`config.mk`:
```
export PLATFORM = sky130hd
export DESIGN_NAME = spi_recv_con
export DESIGN_NICKNAME = d
export VERILOG_FILES = /design/src/rtl/spi_link_pkg.sv /design/src/rtl/sync_edge_det.sv /design/src/rtl/spi_recv_con.sv
export SDC_FILE = /design/constraint.sdc
export NUM_CORES = 1
export LEC_CHECK = 0
export ABC_AREA = 1
export BUFFER_PORTS_ARGS = -buffer_cell sky130_fd_sc_hd__buf_2
export CORE_ASPECT_RATIO = 1.1
export CORE_UTILIZATION = 34
export CTS_CLUSTER_DIAMETER = 120
export DETAILED_ROUTE_END_ITERATION = 7
export SLEW_MARGIN = 25
export SYNTH_ARGS = -nofsm -noshare
export SYNTH_HDL_FRONTEND = slang
export SYNTH_SLANG_ARGS = --single-unit
```
`constraint.sdc`:
```
create_clock -name clk_in -period 1.9 [get_ports clk_in]
set_input_delay 0.19 -clock clk_in [delete_from_list [all_inputs] [get_ports clk_in]]
set_output_delay 0.19 -clock clk_in [all_outputs]
set_load 0.03 [all_outputs]
```
`src/rtl/spi_link_pkg.sv`:
```
// spi_link_pkg: link geometry and FSM state types shared by the SPI pixel link sender and receiver
package spi_link_pkg;
    localparam int LINK_DATA_WIDTH = 16;
    localparam int LINK_LINES = 6;
    typedef enum logic [1:0] {IDLE, SHIFT, DONE, WAIT_CS} rx_state_t;
    typedef enum logic {EMPTY, DRAIN} tx_state_t;
endpackage

```
`src/rtl/sync_edge_det.sv`:
```
// sync_edge_det: multi-flop synchroniser with rise/fall detection on the synchronised value
module sync_edge_det #(
    parameter int W = 1,
    parameter int STAGES = 2,
    parameter logic [W-1:0] RST_VAL = '0
) (
    input  logic         clk,
    input  logic         rst_n,
    input  logic [W-1:0] d,
    output logic [W-1:0] q,
    output logic [W-1:0] rise,
    output logic [W-1:0] fall
);
    logic [STAGES-1:0][W-1:0] sr;
    logic [W-1:0] prev;
    always_ff @(posedge clk or negedge rst_n) begin
        if (!rst_n) begin
            sr <= {STAGES{RST_VAL}};
            prev <= RST_VAL;
        end else begin
            sr <= {sr[STAGES-2:0], d};
            prev <= sr[STAGES-1];
        end
    end
    assign q = sr[STAGES-1];
    assign rise = q & ~prev;
    assign fall = ~q & prev;
endmodule

```
`src/rtl/spi_recv_con.sv`:
```
// spi_recv_con: deserialises one LINES x DATA_WIDTH frame per chip select and replays it as a pixel stream
module spi_recv_con import spi_link_pkg::*; #(
    parameter int DATA_WIDTH = LINK_DATA_WIDTH,
    parameter int LINES = LINK_LINES,
    parameter int SYNC_STAGES = 2
) (
    input  logic                        clk_in,
    input  logic                        rst_in,
    input  logic [LINES-1:0]            chip_data_in,
    input  logic                        chip_clk_in,
    input  logic                        chip_sel_in,
    output logic [LINES*DATA_WIDTH-1:0] data_out,
    output logic                        data_valid_out,
    output logic [DATA_WIDTH-1:0]       pixel_out,
    output logic                        pixel_valid_out,
    input  logic                        pixel_ready_in,
    output logic                        overflow_out,
    output logic                        frame_err_out
);
    localparam int CW = $clog2(DATA_WIDTH + 1);
    localparam int IW = $clog2(LINES > 1 ? LINES : 2);

    logic cs_s, cs_rise, cs_fall, dclk_rise;
    logic [LINES-1:0] data_s;
    logic unused_dclk_q, unused_dclk_fall;
    logic [LINES-1:0] unused_data_rise, unused_data_fall;

    sync_edge_det #(.W(1), .STAGES(SYNC_STAGES), .RST_VAL(1'b0)) u_dclk (
        .clk(clk_in), .rst_n(rst_in), .d(chip_clk_in),
        .q(unused_dclk_q), .rise(dclk_rise), .fall(unused_dclk_fall)
    );
    sync_edge_det #(.W(1), .STAGES(SYNC_STAGES), .RST_VAL(1'b1)) u_cs (
        .clk(clk_in), .rst_n(rst_in), .d(chip_sel_in),
        .q(cs_s), .rise(cs_rise), .fall(cs_fall)
    );
    sync_edge_det #(.W(LINES), .STAGES(SYNC_STAGES), .RST_VAL('0)) u_data (
        .clk(clk_in), .rst_n(rst_in), .d(chip_data_in),
        .q(data_s), .rise(unused_data_rise), .fall(unused_data_fall)
    );

    rx_state_t rx_state, rx_next;
    logic [CW-1:0] bit_cnt;
    logic [LINES-1:0][DATA_WIDTH-1:0] shreg;
    logic last_bit, frame_err;

    // the final dclk edge wins over a coincident cs rise
    assign last_bit = dclk_rise && bit_cnt == CW'(DATA_WIDTH - 1);
    assign frame_err = rx_state == SHIFT && cs_rise && !last_bit;

    always_comb begin
        rx_next = rx_state;
        case (rx_state)
            IDLE:    rx_next = cs_fall ? SHIFT : IDLE;
            SHIFT:   rx_next = last_bit ? DONE : cs_rise ? IDLE : SHIFT;
            default: rx_next = cs_s ? IDLE : WAIT_CS;
        endcase
    end

    always_ff @(posedge clk_in or negedge rst_in) begin
        if (!rst_in) rx_state <= IDLE;
        else rx_state <= rx_next;
    end

    always_ff @(posedge clk_in or negedge rst_in) begin
        if (!rst_in) begin
            bit_cnt <= '0;
            shreg <= '0;
            data_out <= '0;
            data_valid_out <= 1'b0;
            frame_err_out <= 1'b0;
        end else begin
            data_valid_out <= rx_state == DONE;
            frame_err_out <= frame_err;
            if (rx_state == IDLE && cs_fall) begin
                bit_cnt <= '0;
                shreg <= '0;
            end else if (rx_state == SHIFT && dclk_rise) begin
                bit_cnt <= bit_cnt + 1'b1;
                for (int i = 0; i < LINES; i++) shreg[i] <= {shreg[i][DATA_WIDTH-2:0], data_s[i]};
            end
            if (rx_state == DONE) data_out <= shreg;
        end
    end

    tx_state_t tx_state, tx_next;
    logic [LINES-1:0][DATA_WIDTH-1:0] frame_buf;
    logic [IW-1:0] idx;
    logic take;

    assign pixel_valid_out = tx_state == DRAIN;
    assign take = pixel_valid_out && pixel_ready_in;
    assign pixel_out = pixel_valid_out ? frame_buf[idx] : '0;

    always_comb tx_next = tx_state == EMPTY ? (data_valid_out ? DRAIN : EMPTY) : (take && idx == '0 ? EMPTY : DRAIN);

    always_ff @(posedge clk_in or negedge rst_in) begin
        if (!rst_in) tx_state <= EMPTY;
        else tx_state <= tx_next;
    end

    always_ff @(posedge clk_in or negedge rst_in) begin
        if (!rst_in) begin
            frame_buf <= '0;
            idx <= '0;
            overflow_out <= 1'b0;
        end else begin
            overflow_out <= data_valid_out && tx_state == DRAIN;
            if (tx_state == EMPTY && data_valid_out) begin
                frame_buf <= data_out;
                idx <= IW'(LINES - 1);
            end else if (take) begin
                idx <= idx - 1'b1;
            end
        end
    end
endmodule

```
# After elaboration in Yosys (flattened, before gate mapping)
# Index checks and enable logic that the tools add are counted.
# Widths: inputs -> output; s select.
[totals]
ff_bits = 320
out_inout_bits = 116
word_cells = 72
[op_classes]
addsub = 2
order_cmp = 1
n_eq_ne = 3
mux = 17
bitwise = 7
n_reduce_logical = 14
[op_table]
columns = ["cell", "n"]
rows = [
  ["$mux 96", 2],
  ["$bmux 16 s3", 1],
  ["$mux 16", 2],
  ["$mux 5", 2],
  ["$logic_and 1x1->1", 9],
  ["$mux 3", 2],
  ["$add 5x1->5 const B", 1],
  ["$eq 5x4->1 const B", 1],
  ["$mux 1", 5],
  ["$lt 3x4->1 const B", 1],
  ["$mux 2", 2],
  ["$not 1->1", 4],
  ["$pmux 2 s2", 1],
  ["$reduce_bool 2->1", 2],
  ["$and 1x1->1", 3],
  ["$logic_not 3->1", 1],
  ["$sub 3x1->3 const B", 1],
  ["$eq 2x1->1 const B", 1],
  ["$eq 2x2->1 const B", 1],
  ["$logic_not 2->1", 1],
  ["$logic_not 1->1", 1],
]

# Depth between registers and ports, before layout
[logic_depth]
word_depth = 5
ltp_mapped = 9

# Cells and area by module
# Synthesis repeated with hierarchy kept, for this count alone.
[unflattened]
cells_unflattened = 1514
area_unflattened_um2 = 13376.6
[by_module_without_submodules]
columns = ["module", "n_inst", "cells_each", "area_each_um2", "seq_area_each_um2"]
rows = [
  ["spi_recv_con", 1, 1452, 12607.1, 7557.2],
  ["sync_edge_det at u_data", 1, 48, 585.6, 450.4],
  ["sync_edge_det at u_cs", 1, 7, 93.8, 78.8],
  ["sync_edge_det at u_dclk", 1, 7, 90.1, 75.1],
]

# Worst setup path before layout
# Ideal clock, no wire load.
[synth_path]
path_type = "register -> output"
start = "reg idx[1]"
end = "out pixel_out[10]"
t_arrival_ns = 1.466
required_ns = 1.710
path_slack_ns = 0.244
path_stages_with_launch = 6
n_path_buf = 2
path_cell_list = "dfrtp_1 buf_4 nor2_4 buf_2 o211ai_1 a21oi_1"
[synth_via]
elab_chain_len = 3
[synth_rtl]
columns = ["item", "line_no", "text"]
rows = [
  ["from (decl)", "spi_recv_con.sv:87", "logic [IW-1:0] idx;"],
  ["from (signal assigned)", "spi_recv_con.sv:110", "idx <= IW'(LINES - 1);"],
  ["from (signal assigned)", "spi_recv_con.sv:112", "idx <= idx - 1'b1;"],
  ["$bmux 16 s3", "spi_recv_con.sv:92", "assign pixel_out = pixel_valid_out ? frame_buf[idx] : '0;"],
  ["$mux 16 (implied by the code)", "spi_recv_con.sv:92", ""],
  ["$mux 16", "spi_recv_con.sv:92", ""],
  ["to (decl)", "spi_recv_con.sv:14", "output logic [DATA_WIDTH-1:0] pixel_out,"],
]
# No other way between the ends. The select of a mux whose other input is x is not followed.

# Final worst setup path
[layout_path]
start = "reg idx[1]"
end = "out pixel_out[13]"
# The elaborated chain is that of the path after synthesis.

==> key figures <==
Routing
  – Initial DRC count: between 800 and 900
  – Met2 wire len: 16,400 um
  – Met3 wire len: between 1500 and 2000 um
  – Vias: about 10,000
  – Drt wl/cell: 16.2 um
  – # DRC: 0
  – Router iterations before antenna repair: 7
  – Max layer used: met4
  – Drt total wl: between 30,000 and 40,000 um
  – Vias/cell: just under 5
  – Met1 wire length: ~15,000 um
  – Final ANT Viol Nets: 0

CTS
  – Clk slew on worst S/H paths: 0.06 ns
  – H-tree levels: 2
  – Clock sink count: 320
  – CTS buffer count: 36
  – CTS tree: built
  – Worst-Skew Late Latency: roughly 0.53 ns
  – Root Driver: clkbuf_16
  – Clock buffer depth: 3

Place
  – Input/output buffers: approximately 130
  – Final GP Congestion: between 0.8 and 0.9
  – Detail Placement HPWL: between 20,000 and 25,000 um
  – DP Worst Slack: roughly 0.16 ns

Critical path
  – RR Startpoint: rx_state[0]$_DFF_PN0_
  – Setup Crit Path Kind: reg -> out
  – Crit path DAT: around 1.9 ns
  – CP max-delay cell: dfrtp_1
  – Slowest stage delay, CP: roughly 0.40 ns
  – Worst Reg-to-Reg Cells: 8
  – Cell family with most CP delay: buffers and inverters
  – Crit Path Max Fanout: 8
  – CP Launch Point: idx[1]$_DFFE_PN0P_
  – R2R Setup Slk: 0.25 ns
  – Crit. End Element: output pin
  – Reg2reg end: shreg[22]$_DFFE_PN0P_
  – Worst EP required: around 1.7 ns
  – CP startpoint kind: register
  – Crit-path most repeated cell: buf_6
  – Crit path cell chain: buf_6 > nor2_4 > buf_8 > o211ai_1 > a21oi_2 > buf_6
  – CP Buf/Inv Count: 3

Final layout
  – # diodes: 0
  – NumNets Final: between 1,500 and 2,000
  – Synth-to-layout area growth: 23.0%
  – Layout cells sized above 1: around 19%
  – Core Util, Final: a little over two fifths

Timing
  – Max Clk Rate: approximately 0.48 GHz
  – Final worst slack: -0.191 ns
  – Pins over their slew limit: 0
  – Hold slack final: about 0.06 ns
  – RSZ-0062 raised after global routing: true
  – Final period util: 110%
  – Setup_tns: -2.18 ns
  – Endpoints failing hold: 0
  – Final min period: 2.09 ns
  – Clock Skews: 0.0142 ns
  – Rel. slew slack: 59.8%
  – Final setup viols: 16
  – Least-Margin Pin Slew: 0.603 ns

Floorplan
  – Die area: 39,600 um2
  – Num ports: 127
  – Core area: between 30,000 and 40,000 um2
  – Die X: between 150 and 200 um
  – Site Rows: 75
  – DIE HEIGHT: roughly 210 um
  – Initial Utilization: about a third

Synthesis
  – Share of the synthesized area in the top cell type: approximately 60%
  – Top_reg_cell synth: dfrtp_1
  – Most common cell in the netlist: nand2_1
  – Cells after synthesis: around 1,500
  – Sequential share of the synthesized area: slightly above 60%
  – Async S/R FF share, synth: 100%
  – Synth area leader: dfrtp_1
  – Post-synth cell types: 25
  – Top cells by count, synth: 420 x nand2_1, 317 x dfrtp_1, 202 x o21ai_0
  – Ys Warns: 0
  – Cell Area, Synth: between 10,000 and 15,000 um2
  – Flops & latches, synth: 320
  – Syn Area/Cell: between 8 and 9 um2
  – Leading post-synthesis cells by cell area: dfrtp_1 60%, nand2_1 12%, o21ai_0 7.7%, nand3_1 6.8%, inv_1 4.9%
  – EDFF count, synth: 0
  – Post-synth net total: about 1,500

Run status
  – Status: finished, violations left
  – Failing checks: setup timing

GRT
  – Largest net degree at the start of global routing: ~120
  – First-pass GRT wire length: between 50,000 and 60,000 um
  – Gr ovfl total: 0
  – All-layer global routing usage: 18.2%
  – Initial antenna violation count: 0
  – Vias in the first global route: roughly 10,000

Power
  – Pwr Total: between 15 and 20 mW
  – Max rail drop VDD: 0.513 mV
  – P per Cell Area: between 1000 and 1500 nW/um2
  – Leakage power: ~8.0 nW

Hold path
  – Hold path depth: 3
  – Hold crit path type: in -> reg
  – Hold wc startpoint: pixel_ready_in
  – Worst hold endpoint: idx[1]$_DFFE_PN0P_

Job
  – Max-cap violations: 0
[cell families after synthesis]
kind of cell,after synthesis,synth area share [%]
DFF,320,60.8
and+or+nand+nor,629,20.1
AOI/OAI and AO/OA,248,9.75
buffers and inverters,274,8.98
adders and majority gates,4,0.380
[registers in the layout, summed over array words and instances (netlist names)]
name,count
u_data.sr,6
u_cs.q,1
bit_cnt,5
data_out,96
u_dclk.sr,1
u_cs.sr,1
overflow_out,1
data_valid_out,1
u_data.q,6
rx_state,2
pixel_valid_out,1
frame_buf,96
shreg,96
u_cs.prev,1
idx,3
u_dclk.q,1
frame_err_out,1
u_dclk.prev,1
[worst max-delay path by stage]
stage                    end  depth (start not counted)
6_report       pixel_out[13]                          6
5_1_grt        pixel_out[13]                          6
4_1_cts         pixel_out[1]                          7
3_5_place_dp   pixel_out[14]                          6
3_3_place_gp   pixel_out[13]                          6
2_1_floorplan  pixel_out[10]                          5
[final cells by class]
type	count	area, um2
fillers	3702	22000
flip-flops and latches	320	8010
multi-input cells	881	4090
repair buffers	191	1580
clock buffers	52	1090
inverters	181	691
well taps	500	626
clock inverters	11	126
[placed cells by master (no fill, tap or decap), drive strengths merged, types with 16 or more instances in the layout]
cell type    n
inv        183
o211ai      16
nand3      179
dfrtp      317
nand2      422
o21ai      209
buf        180
a21oi       19
clkbuf      53
or2         18
[where the power goes]
group          switching [mW]  internal [mW]
clock                    2.74           4.28
sequential              0.110           6.97
combinational            2.04           1.32
total                    4.89           12.6
[stage by stage]
| stage | std cells | instance area (um2) |
|---|---|---|
| final | 2136 | 16200 |
| after global routing | 2136 | 16200 |
| after CTS | 2136 | 16200 |
| after detailed placement | 2052 | 14500 |
| after global placement | 2052 | 14500 |
| after floorplan | 1475 | 13200 |
[worst reg2reg max path, stage by stage (launching register included)]
cell and delay [ns]:
dfrtp_1 0.42, nand2_1 0.12, inv_2 0.06, nand2_2 0.12, clkinv_2 0.24, buf_12 0.25
buf_12 0.16, nand3_1 0.10, nand2_1 0.06
[metal layers]
| layer | track usage (%) | up-vias |
|---|---|---|
| met3 | 3.15 | 73 |
| met4 | 8.57 | 0 |
| met1 | 23.6 | 4987 |
| met2 | 29.3 | 269 |
| met5 | 0 | - |
| li1 | - | 4973 |
[timing repair]
item | in CTS | in global routing
gates cloned | 4 | 1
pin swaps | 19 | 6
hold endpoints to repair | 64 | 0
gates resized for setup | 67 | 5
setup buffers | 8 | 0
hold buffers | 9 | 0
setup endpoints to repair | 16 | 16
Note: power is estimated with default switching activity, not from simulation.
